### src/rtl/systolic_drain_if.sv
// Purpose: bundles the accumulator-side and result-side signals of the systolic drain stage.
// Latency: none (wires only).
// Backpressure: z_yumi_o pops array slots; ready_i stalls the result stream.
interface systolic_drain_if #(
    parameter int width_p        = 32,
    parameter int array_width_p  = 2,
    parameter int array_height_p = 2
);
    localparam int n_slots_lp = array_width_p * array_height_p;
    localparam int row_w_lp   = (array_height_p > 1) ? $clog2(array_height_p) : 1;
    localparam int col_w_lp   = (array_width_p  > 1) ? $clog2(array_width_p)  : 1;

    logic [width_p*n_slots_lp-1:0] z_i;
    logic [n_slots_lp-1:0]         z_valid_i;
    logic [n_slots_lp-1:0]         z_yumi_o;
    logic [width_p-1:0]            data_o;
    logic [row_w_lp-1:0]           row_o;
    logic [col_w_lp-1:0]           col_o;
    logic                          last_o;
    logic                          valid_o;
    logic                          ready_i;

    // Drain block view: consumes accumulators, produces the result stream.
    modport slave (
        input  z_i, z_valid_i, ready_i,
        output z_yumi_o, data_o, row_o, col_o, last_o, valid_o
    );

    // Environment view: the array plus the downstream result FIFO.
    modport master (
        output z_i, z_valid_i, ready_i,
        input  z_yumi_o, data_o, row_o, col_o, last_o, valid_o
    );
endinterface

### src/rtl/systolic_drain.sv
// Purpose: serialises systolic PE accumulators in row-major order into one tagged stream (optional ReLU via SYSTOLIC_DRAIN_RELU_EN).
// Latency: 1 cycle from slot capture to valid_o; one word per cycle sustained.
// Backpressure: output register holds while valid_o && !ready_i; no slot is yumi'd during the hold.
module systolic_drain #(
    parameter int width_p        = 32,
    parameter int array_width_p  = 2,
    parameter int array_height_p = 2
) (
    input  logic           clk_i,
    input  logic           reset_i,
    systolic_drain_if.slave bus
);
    localparam int n_slots_lp = array_width_p * array_height_p;
    localparam int slot_w_lp  = (n_slots_lp > 1)     ? $clog2(n_slots_lp)     : 1;
    localparam int row_w_lp   = (array_height_p > 1) ? $clog2(array_height_p) : 1;
    localparam int col_w_lp   = (array_width_p  > 1) ? $clog2(array_width_p)  : 1;

    // The slot mapping k = r + c*W only tiles the bus cleanly for a square array.
    if (array_width_p != array_height_p) begin : g_non_square
        $fatal(1, "systolic_drain: array_width_p must equal array_height_p");
    end

    typedef enum logic {EMPTY, FULL} state_t;

    state_t                state;
    logic [row_w_lp-1:0]   r_ptr;
    logic [col_w_lp-1:0]   c_ptr;
    logic [width_p-1:0]    data_q;
    logic [row_w_lp-1:0]   row_q;
    logic [col_w_lp-1:0]   col_q;
    logic                  last_q;

    logic [slot_w_lp-1:0]  slot_k;
    logic [width_p-1:0]    sel_word;
    logic                  sel_vld;
    logic [width_p-1:0]    load_word;
    logic                  at_last;
    logic                  cap;

    // Map the raster pointer onto the column-major slot index of the flattened bus.
    always_comb begin
        slot_k = slot_w_lp'(r_ptr) + slot_w_lp'(slot_w_lp'(c_ptr) * slot_w_lp'(array_width_p));
    end

    // Select the current slot's word and valid.
    always_comb begin
        sel_word = '0;
        sel_vld  = 1'b0;
        for (int i = 0; i < n_slots_lp; i++) begin
            if (slot_w_lp'(i) == slot_k) begin
                sel_word = bus.z_i[i*width_p +: width_p];
                sel_vld  = bus.z_valid_i[i];
            end
        end
    end

    // Optional rectification of negative accumulators before they enter the output register.
    always_comb begin
`ifdef SYSTOLIC_DRAIN_RELU_EN
        load_word = sel_word[width_p-1] ? '0 : sel_word;
`else
        load_word = sel_word;
`endif
    end

    // Capture when the current slot is valid and the output register is free or draining this cycle.
    always_comb begin
        at_last = (r_ptr == row_w_lp'(array_height_p - 1)) &&
                  (c_ptr == col_w_lp'(array_width_p - 1));
        cap     = reset_i && sel_vld && ((state == EMPTY) || bus.ready_i);
    end

    // One-hot yumi on the slot being captured.
    always_comb begin
        bus.z_yumi_o = '0;
        for (int i = 0; i < n_slots_lp; i++) begin
            if (slot_w_lp'(i) == slot_k) begin
                bus.z_yumi_o[i] = cap;
            end
        end
    end

    // Output register, raster pointer and EMPTY/FULL state.
    always_ff @(posedge clk_i) begin
        if (!reset_i) begin
            state  <= EMPTY;
            r_ptr  <= '0;
            c_ptr  <= '0;
            data_q <= '0;
            row_q  <= '0;
            col_q  <= '0;
            last_q <= 1'b0;
        end else if (cap) begin
            state  <= FULL;
            data_q <= load_word;
            row_q  <= r_ptr;
            col_q  <= c_ptr;
            last_q <= at_last;
            if (c_ptr == col_w_lp'(array_width_p - 1)) begin
                c_ptr <= '0;
                r_ptr <= (r_ptr == row_w_lp'(array_height_p - 1)) ? '0 : r_ptr + row_w_lp'(1);
            end else begin
                c_ptr <= c_ptr + col_w_lp'(1);
            end
        end else if ((state == FULL) && bus.ready_i) begin
            state <= EMPTY;
        end
    end

    assign bus.data_o  = data_q;
    assign bus.row_o   = row_q;
    assign bus.col_o   = col_q;
    assign bus.last_o  = last_q;
    assign bus.valid_o = (state == FULL);
endmodule

### src/flat_wrapper.sv
// flat-port wrapper written by rule: the top's interface ports become plain ports
module systolic_drain_flat 
#(
    parameter int width_p        = 32,
    parameter int array_width_p  = 2,
    parameter int array_height_p = 2
)
  (clk_i, reset_i, bus_z_i, bus_z_valid_i, bus_ready_i, bus_z_yumi_o, bus_data_o, bus_row_o, bus_col_o, bus_last_o, bus_valid_o);
  systolic_drain_if #(.width_p(width_p), .array_width_p(array_width_p), .array_height_p(array_height_p)) bus_i ();
  input  logic clk_i;
  input  logic reset_i;
  input wire logic [$bits(bus_i.z_i)-1:0] bus_z_i;
  input wire logic [$bits(bus_i.z_valid_i)-1:0] bus_z_valid_i;
  input wire logic [$bits(bus_i.ready_i)-1:0] bus_ready_i;
  output wire logic [$bits(bus_i.z_yumi_o)-1:0] bus_z_yumi_o;
  output wire logic [$bits(bus_i.data_o)-1:0] bus_data_o;
  output wire logic [$bits(bus_i.row_o)-1:0] bus_row_o;
  output wire logic [$bits(bus_i.col_o)-1:0] bus_col_o;
  output wire logic [$bits(bus_i.last_o)-1:0] bus_last_o;
  output wire logic [$bits(bus_i.valid_o)-1:0] bus_valid_o;
  assign bus_i.z_i = bus_z_i;
  assign bus_i.z_valid_i = bus_z_valid_i;
  assign bus_i.ready_i = bus_ready_i;
  assign bus_z_yumi_o = bus_i.z_yumi_o;
  assign bus_data_o = bus_i.data_o;
  assign bus_row_o = bus_i.row_o;
  assign bus_col_o = bus_i.col_o;
  assign bus_last_o = bus_i.last_o;
  assign bus_valid_o = bus_i.valid_o;
  systolic_drain #(.width_p(width_p), .array_width_p(array_width_p), .array_height_p(array_height_p)) u_core (.clk_i(clk_i), .reset_i(reset_i), .bus(bus_i));
endmodule
### config.mk
export PLATFORM = sky130hd
export DESIGN_NAME = systolic_drain_flat
export DESIGN_NICKNAME = d
export VERILOG_FILES = /design/src/rtl/systolic_drain_if.sv /design/src/rtl/systolic_drain.sv /design/src/flat_wrapper.sv
export SDC_FILE = /design/constraint.sdc
export NUM_CORES = 1
export LEC_CHECK = 0
export BUFFER_PORTS_ARGS = -buffer_cell sky130_fd_sc_hd__buf_2
export CORE_ASPECT_RATIO = 1.5
export CORE_MARGIN = 4
export CORE_UTILIZATION = 42
export DETAILED_ROUTE_END_ITERATION = 6
export PLACE_DENSITY_LB_ADDON = 0.2
export SYNTH_ARGS = -nofsm -noshare
export SYNTH_HDL_FRONTEND = slang
export SYNTH_SLANG_ARGS = --single-unit
### constraint.sdc
create_clock -name clk_i -period 1.9 [get_ports clk_i]
set_clock_uncertainty 0.1 [all_clocks]
set_input_delay 0.38 -clock clk_i [delete_from_list [all_inputs] [get_ports clk_i]]
set_output_delay 0.38 -clock clk_i [all_outputs]
set_load 0.01 [all_outputs]
Word-level counts from Yosys, hierarchy flattened

Index checks and enable logic that the tools add are counted.

Add/sub/neg operators: 3
Multipliers: 0
Div/mod/pow operators: 0
$lt $le $gt $ge: 0
Equality and inequality tests: 3
Shifts and indexed selects: 0
Mux-type cells: 16
Bitwise operators: 1
Reductions and logical operators: 8

Operators with widths:

| cell                                                            | number |
|---|---|
| 32-bit two-way mux                                              | 4 |
| 1-bit two-way mux                                               | 12 |
| 2-bit == test (first input constant)                            | 2 |
| 1-bit logical AND                                               | 4 |
| 1-bit adder (second input constant)                             | 2 |
| 1-bit by 2-bit adder with 2-bit output                          | 1 |
| 1-bit by 2-bit == test with 1-bit output (first input constant) | 1 |
| 2-bit zero test                                                 | 1 |
| 2-bit AND reduction                                             | 1 |
| 2-bit nonzero test                                              | 1 |
| 1-bit logical OR                                                | 1 |
| 1-bit inverter                                                  | 1 |

Bits in registers: 38
Latch bits: 0
Memory bits (writable): 0
Bits in read-only memories: 0
Bits of input ports: 135
Output and inout port bits: 40
Memories: 0

Longest topological paths before layout

Depth in word-level cells: 9
Mapped depth: 7

Worst setup path after synthesis

No wires, ideal clock.

Kind: register to output
From: register u_core.r_ptr
To: output port bus_z_yumi_o[1]
Arrival: 1.303 ns
Data required time: 1.420 ns
Slack: 0.117 ns
Cell stages (with the launch flop): 6
Buffers on the path: 3
Cell sequence: dfxtp_1 > buf_4 > buf_4 > buf_2 > nand3_1 > nor3b_1

Cells in the longest elaborated chain, start to end: 9
Elaborated cells on any way between the ends: 12
Classes of those cells: add/sub (1); eq/ne (3); mux (5); reduce/logical (3)

RTL lines:

| element                                    | line                  | text |
|---|---|---|
| start: declaration                         | systolic_drain.sv:26  | `logic [row_w_lp-1:0] r_ptr;` |
| start signal: assignment                   | systolic_drain.sv:101 | `r_ptr <= (r_ptr == row_w_lp'(array_height_p - 1)) ? '0 : r_ptr + row_w_lp'(1);` |
| 1-bit by 2-bit adder with 2-bit output (*) | systolic_drain.sv:42  | `slot_k = slot_w_lp'(r_ptr) + slot_w_lp'(slot_w_lp'(c_ptr) * slot_w_lp'(array_width_p));` |
| 2-bit zero test                            | systolic_drain.sv:50  | `if (slot_w_lp'(i) == slot_k) begin` |
| 1-bit two-way mux (4 in series)            | systolic_drain.sv:50  |  |
| 1-bit logical AND (2 in series)            | systolic_drain.sv:70  | `cap = reset_i && sel_vld && ((state == EMPTY) \|\| bus.ready_i);` |
| 1-bit two-way mux (*)                      | systolic_drain.sv:77  | `if (slot_w_lp'(i) == slot_k) begin` |
| end: declaration                           | flat_wrapper.sv:15    | `output wire logic [$bits(bus_i.z_yumi_o)-1:0] bus_z_yumi_o;` |

Every way passes the cells marked *; elsewhere a longest branch is shown, timed or not.

Worst setup path in the final report

From: register u_core.c_ptr
To: register u_core.data_q[5], in the netlist u_core.bus.data_o[5]

Cells in the longest elaborated chain, start to end: 8
Elaborated cells on any way between the ends: 15
Classes of those cells: add/sub (1); eq/ne (3); mux (8); reduce/logical (3)

RTL lines:

| element                                    | line                  | text |
|---|---|---|
| start: declaration                         | systolic_drain.sv:27  | `logic [col_w_lp-1:0] c_ptr;` |
| start signal: assignment                   | systolic_drain.sv:103 | `c_ptr <= c_ptr + col_w_lp'(1);` |
| 1-bit by 2-bit adder with 2-bit output (*) | systolic_drain.sv:42  |  |
| 2-bit zero test                            | systolic_drain.sv:50  |  |
| 1-bit two-way mux (4 in series)            | systolic_drain.sv:50  |  |
| 1-bit logical AND (2 in series)            | systolic_drain.sv:70  |  |
| end signal: assignment                     | systolic_drain.sv:95  | `data_q <= load_word;` |
| end: declaration                           | systolic_drain.sv:28  | `logic [width_p-1:0] data_q;` |

Marked as above.
A chain may end at the register's enable or synchronous reset.

==> impl_metrics.json <==
{
  "outcome": "finished, final reports clean",
  "period_needed_ns": 1.84,
  "cts_sinks": 38,
  "maxCapViolations": 0,
  "sequentialPowerShare": 0.347,
  "mostFrequentLayoutCells": "174 x buf_2, 36 x nand3_1, 36 x dfxtp_1",
  "dieWidth_um": 72.5,
  "grt_setup_unrepaired": "yes",
  "htreeDepth": 2,
  "grt_pass1_wl_um": 12700,
  "power.density_mw_per_mm2": 742,
  "layout_commonest_cell": "buf_2",
  "grt_usage": 0.211,
  "report.final.slew_viol_count": 0,
  "via_per_inst": 5.49,
  "min_path_cells": 2,
  "grt_max_degree": 39,
  "p_switching_w": 0.000974,
  "synth_flop_cell": "dfxtp_1",
  "p_total_w": 0.00283,
  "peakVddDrop_mv": 0.364,
  "via_count": 2626,
  "synth.distinct_cells": 29,
  "worstPathRequired_ns": 2.02,
  "n_antenna_cell": 0,
  "grt_pass1_vias": 2751,
  "hold_path_class": "reg -> reg",
  "arrival_ns": 1.96,
  "synth-seq-cells": 38,
  "cts.hold.buffers_added": 0,
  "pwr-share-clk": 0.184,
  "hold_viol_final": 0,
  "seq_area_frac_synth": 0.290,
  "routed_wl_um": 8300,
  "rows": 35,
  "synth_edf_count": 0,
  "clk_pin_slew_ns": 0.08,
  "ant_nets": 0,
  "postSynthCellCount": 232,
  "drt_iter0_markers": 95,
  "rr_startpoint": "u_core.c_ptr",
  "synth_top_area_frac": 0.290,
  "p_int_w": 0.00185,
  "dieArea_sq_mm": 0.00760,
  "coreArea_sq_mm": 0.00609,
  "cts_tree": "done",
  "overflow": 0,
  "drive_gt1_frac": 0.748,
  "synth.cell_area_sq_mm": 0.00262,
  "cts_buffers": 5,
  "async_flop_share": 0,
  "crit_type": "reg -> reg",
  "swShare": 0.345,
  "max-clock-path-buffers": 2,
  "slew-limit-headroom": 0.286,
  "path_max_fanout": 10,
  "fin_hold_ws_ns": 0.366,
  "die_y_um": 105,
  "synth.avg_cell_area_sq_um": 11.3,
  "fin_nets": 539,
  "wl_per_cell_um": 17.4,
  "clk_latency_ns": 0.28,
  "io-pin-count": 175,
  "port-buffer-count": 174,
  "min_to": "u_core.bus.data_o[23]",
  "synth.area.top_cells": "dfxtp_1 29%, mux4_2 27%, a21oi_2 10%",
  "synth_warnings": 0,
  "rr_worst_depth": 4,
  "worst-r2r-setup-slack_ns": 0.06,
  "root_buffer": "clkbuf_8",
  "setup_viol": 0,
  "cp-end-kind": "flop",
  "hold_path.startpoint": "u_core.bus.data_o[23]",
  "tightest_slew_ns": 1.07,
  "critPathLaunchType": "flop",
  "area_growth_pct": 45.2,
  "syn_nets": 367,
  "fillers": 530,
  "timing.final.crit_share": 0.967,
  "first_pass_iters": 4,
  "initial_core_util": 0.431,
  "hpwl_um": 5910,
  "yosysTopAreaCell": "dfxtp_1",
  "gp_congestion": 0.766,
  "p_comb_frac": 0.469,
  "leakagePower_nw": 1.62,
  "max_freq_mhz": 544,
  "post-route-drc-count": 0,
  "antenna_found_initial": 0,
  "r2r-end": "u_core.bus.data_o[5]"
}
-- logic make-up after synthesis --
group                  after synthesis  synth area share
buffers and inverters               29            0.0744
muxes                               35             0.290
and+or+nand+nor                     56             0.117
AOI/OAI and AO/OA                   74             0.229
DFF                                 38             0.290
-- layout make-up --
cell class | count | area (sq um) | area share
Clock buffer | 7 | 76.3 | 0.0200
Inverter | 1 | 3.75 | 0.000986
Multi-Input combinational cell | 166 | 1700 | 0.447
Sequential cell | 38 | 766 | 0.201
Tap cell | 74 | 92.6 | 0.0243
Timing Repair Buffer | 192 | 1170 | 0.307
-- sequential cells by signal, indices dropped and copies added (netlist names) --
name	count
u_core.bus.col_o	1
u_core.bus.data_o	32
u_core.bus.last_o	1
u_core.bus.row_o	1
u_core.bus.valid_o	1
u_core.c_ptr	1
u_core.r_ptr	1
-- how the worst max path moves through the flow --
stage               cells past startpoint                from                     to
global placement                        6    bus_z_valid_i[2]  u_core.bus.data_o[20]
finish                                  4        u_core.c_ptr   u_core.bus.data_o[5]
detailed placement                      6    bus_z_valid_i[2]  u_core.bus.data_o[20]
global route                            4        u_core.c_ptr   u_core.bus.data_o[2]
CTS                                     5  u_core.bus.valid_o        bus_z_yumi_o[0]
floorplan                               5        u_core.r_ptr        bus_z_yumi_o[1]
-- per-stage QoR --
stage / worst slack, ns / area, sq um / TNS (ns) / instances / utilization
6_report: 0.0621 / 3810 / 0 / 478 / 0.626
5_1_grt: -0.0199 / 3810 / -0.0229 / 478 / 0.626
4_1_cts: 0.000999 / 3760 / 0 / 477 / 0.617
3_5_place_dp: -0.279 / 3570 / -5.72 / 467 / 0.587
3_3_place_gp: -0.274 / 3570 / -5.90 / 467 / 0.587
2_1_floorplan: 0.117 / 2620 / 0 / 232 / -
-- power by group through the flow --
stage               combinational [W]  clock (W)  sequential [W]
floorplan                    0.000793          0         0.00104
global placement              0.00121          0        0.000990
detailed placement            0.00123          0        0.000991
CTS                           0.00130   0.000538        0.000979
global route                  0.00143   0.000573        0.000995
finish                        0.00133   0.000521        0.000980
-- routing by layer --
| layer | wire length [um] | up-vias | global-route usage |
|---|---|---|---|
| met1 | 3070 | 1270 | 0.247 |
| met3 | 630 | 10 | 0.0520 |
| li1 | - | 1250 | - |
| met4 | 102 | 0 | 0.0633 |
| met2 | 4490 | 96 | 0.371 |
| met5 | 0 | - | 0 |
-- synth_stat cells (2+ instances only) --
cell type  instances
o21ai_2           30
buf_2              9
nor2_1             2
nand3_1           36
a21oi_2           30
nor3_1             2
mux2_4             2
clkbuf_4           2
buf_6              8
a21oi_1            7
dfxtp_1           38
buf_4              2
nand2_1            7
mux4_2            32
o21ai_0            5
clkbuf_1           7
-- critical path, cell delays in order (launching register included) --
cell and delay [ns]:
dfxtp_2 0.35, mux2_4 0.22, nor3b_2 0.85, o21ai_2 0.09, a21oi_2 0.15
-- timing repair --
item,in CTS,in global routing
cloned,3,1
endpoints found under the setup margin,38,3
pin swaps,0,0
buffers inserted,0,0
resized for setup,7,6
No activity file was read; power rests on OpenSTA's default activity.
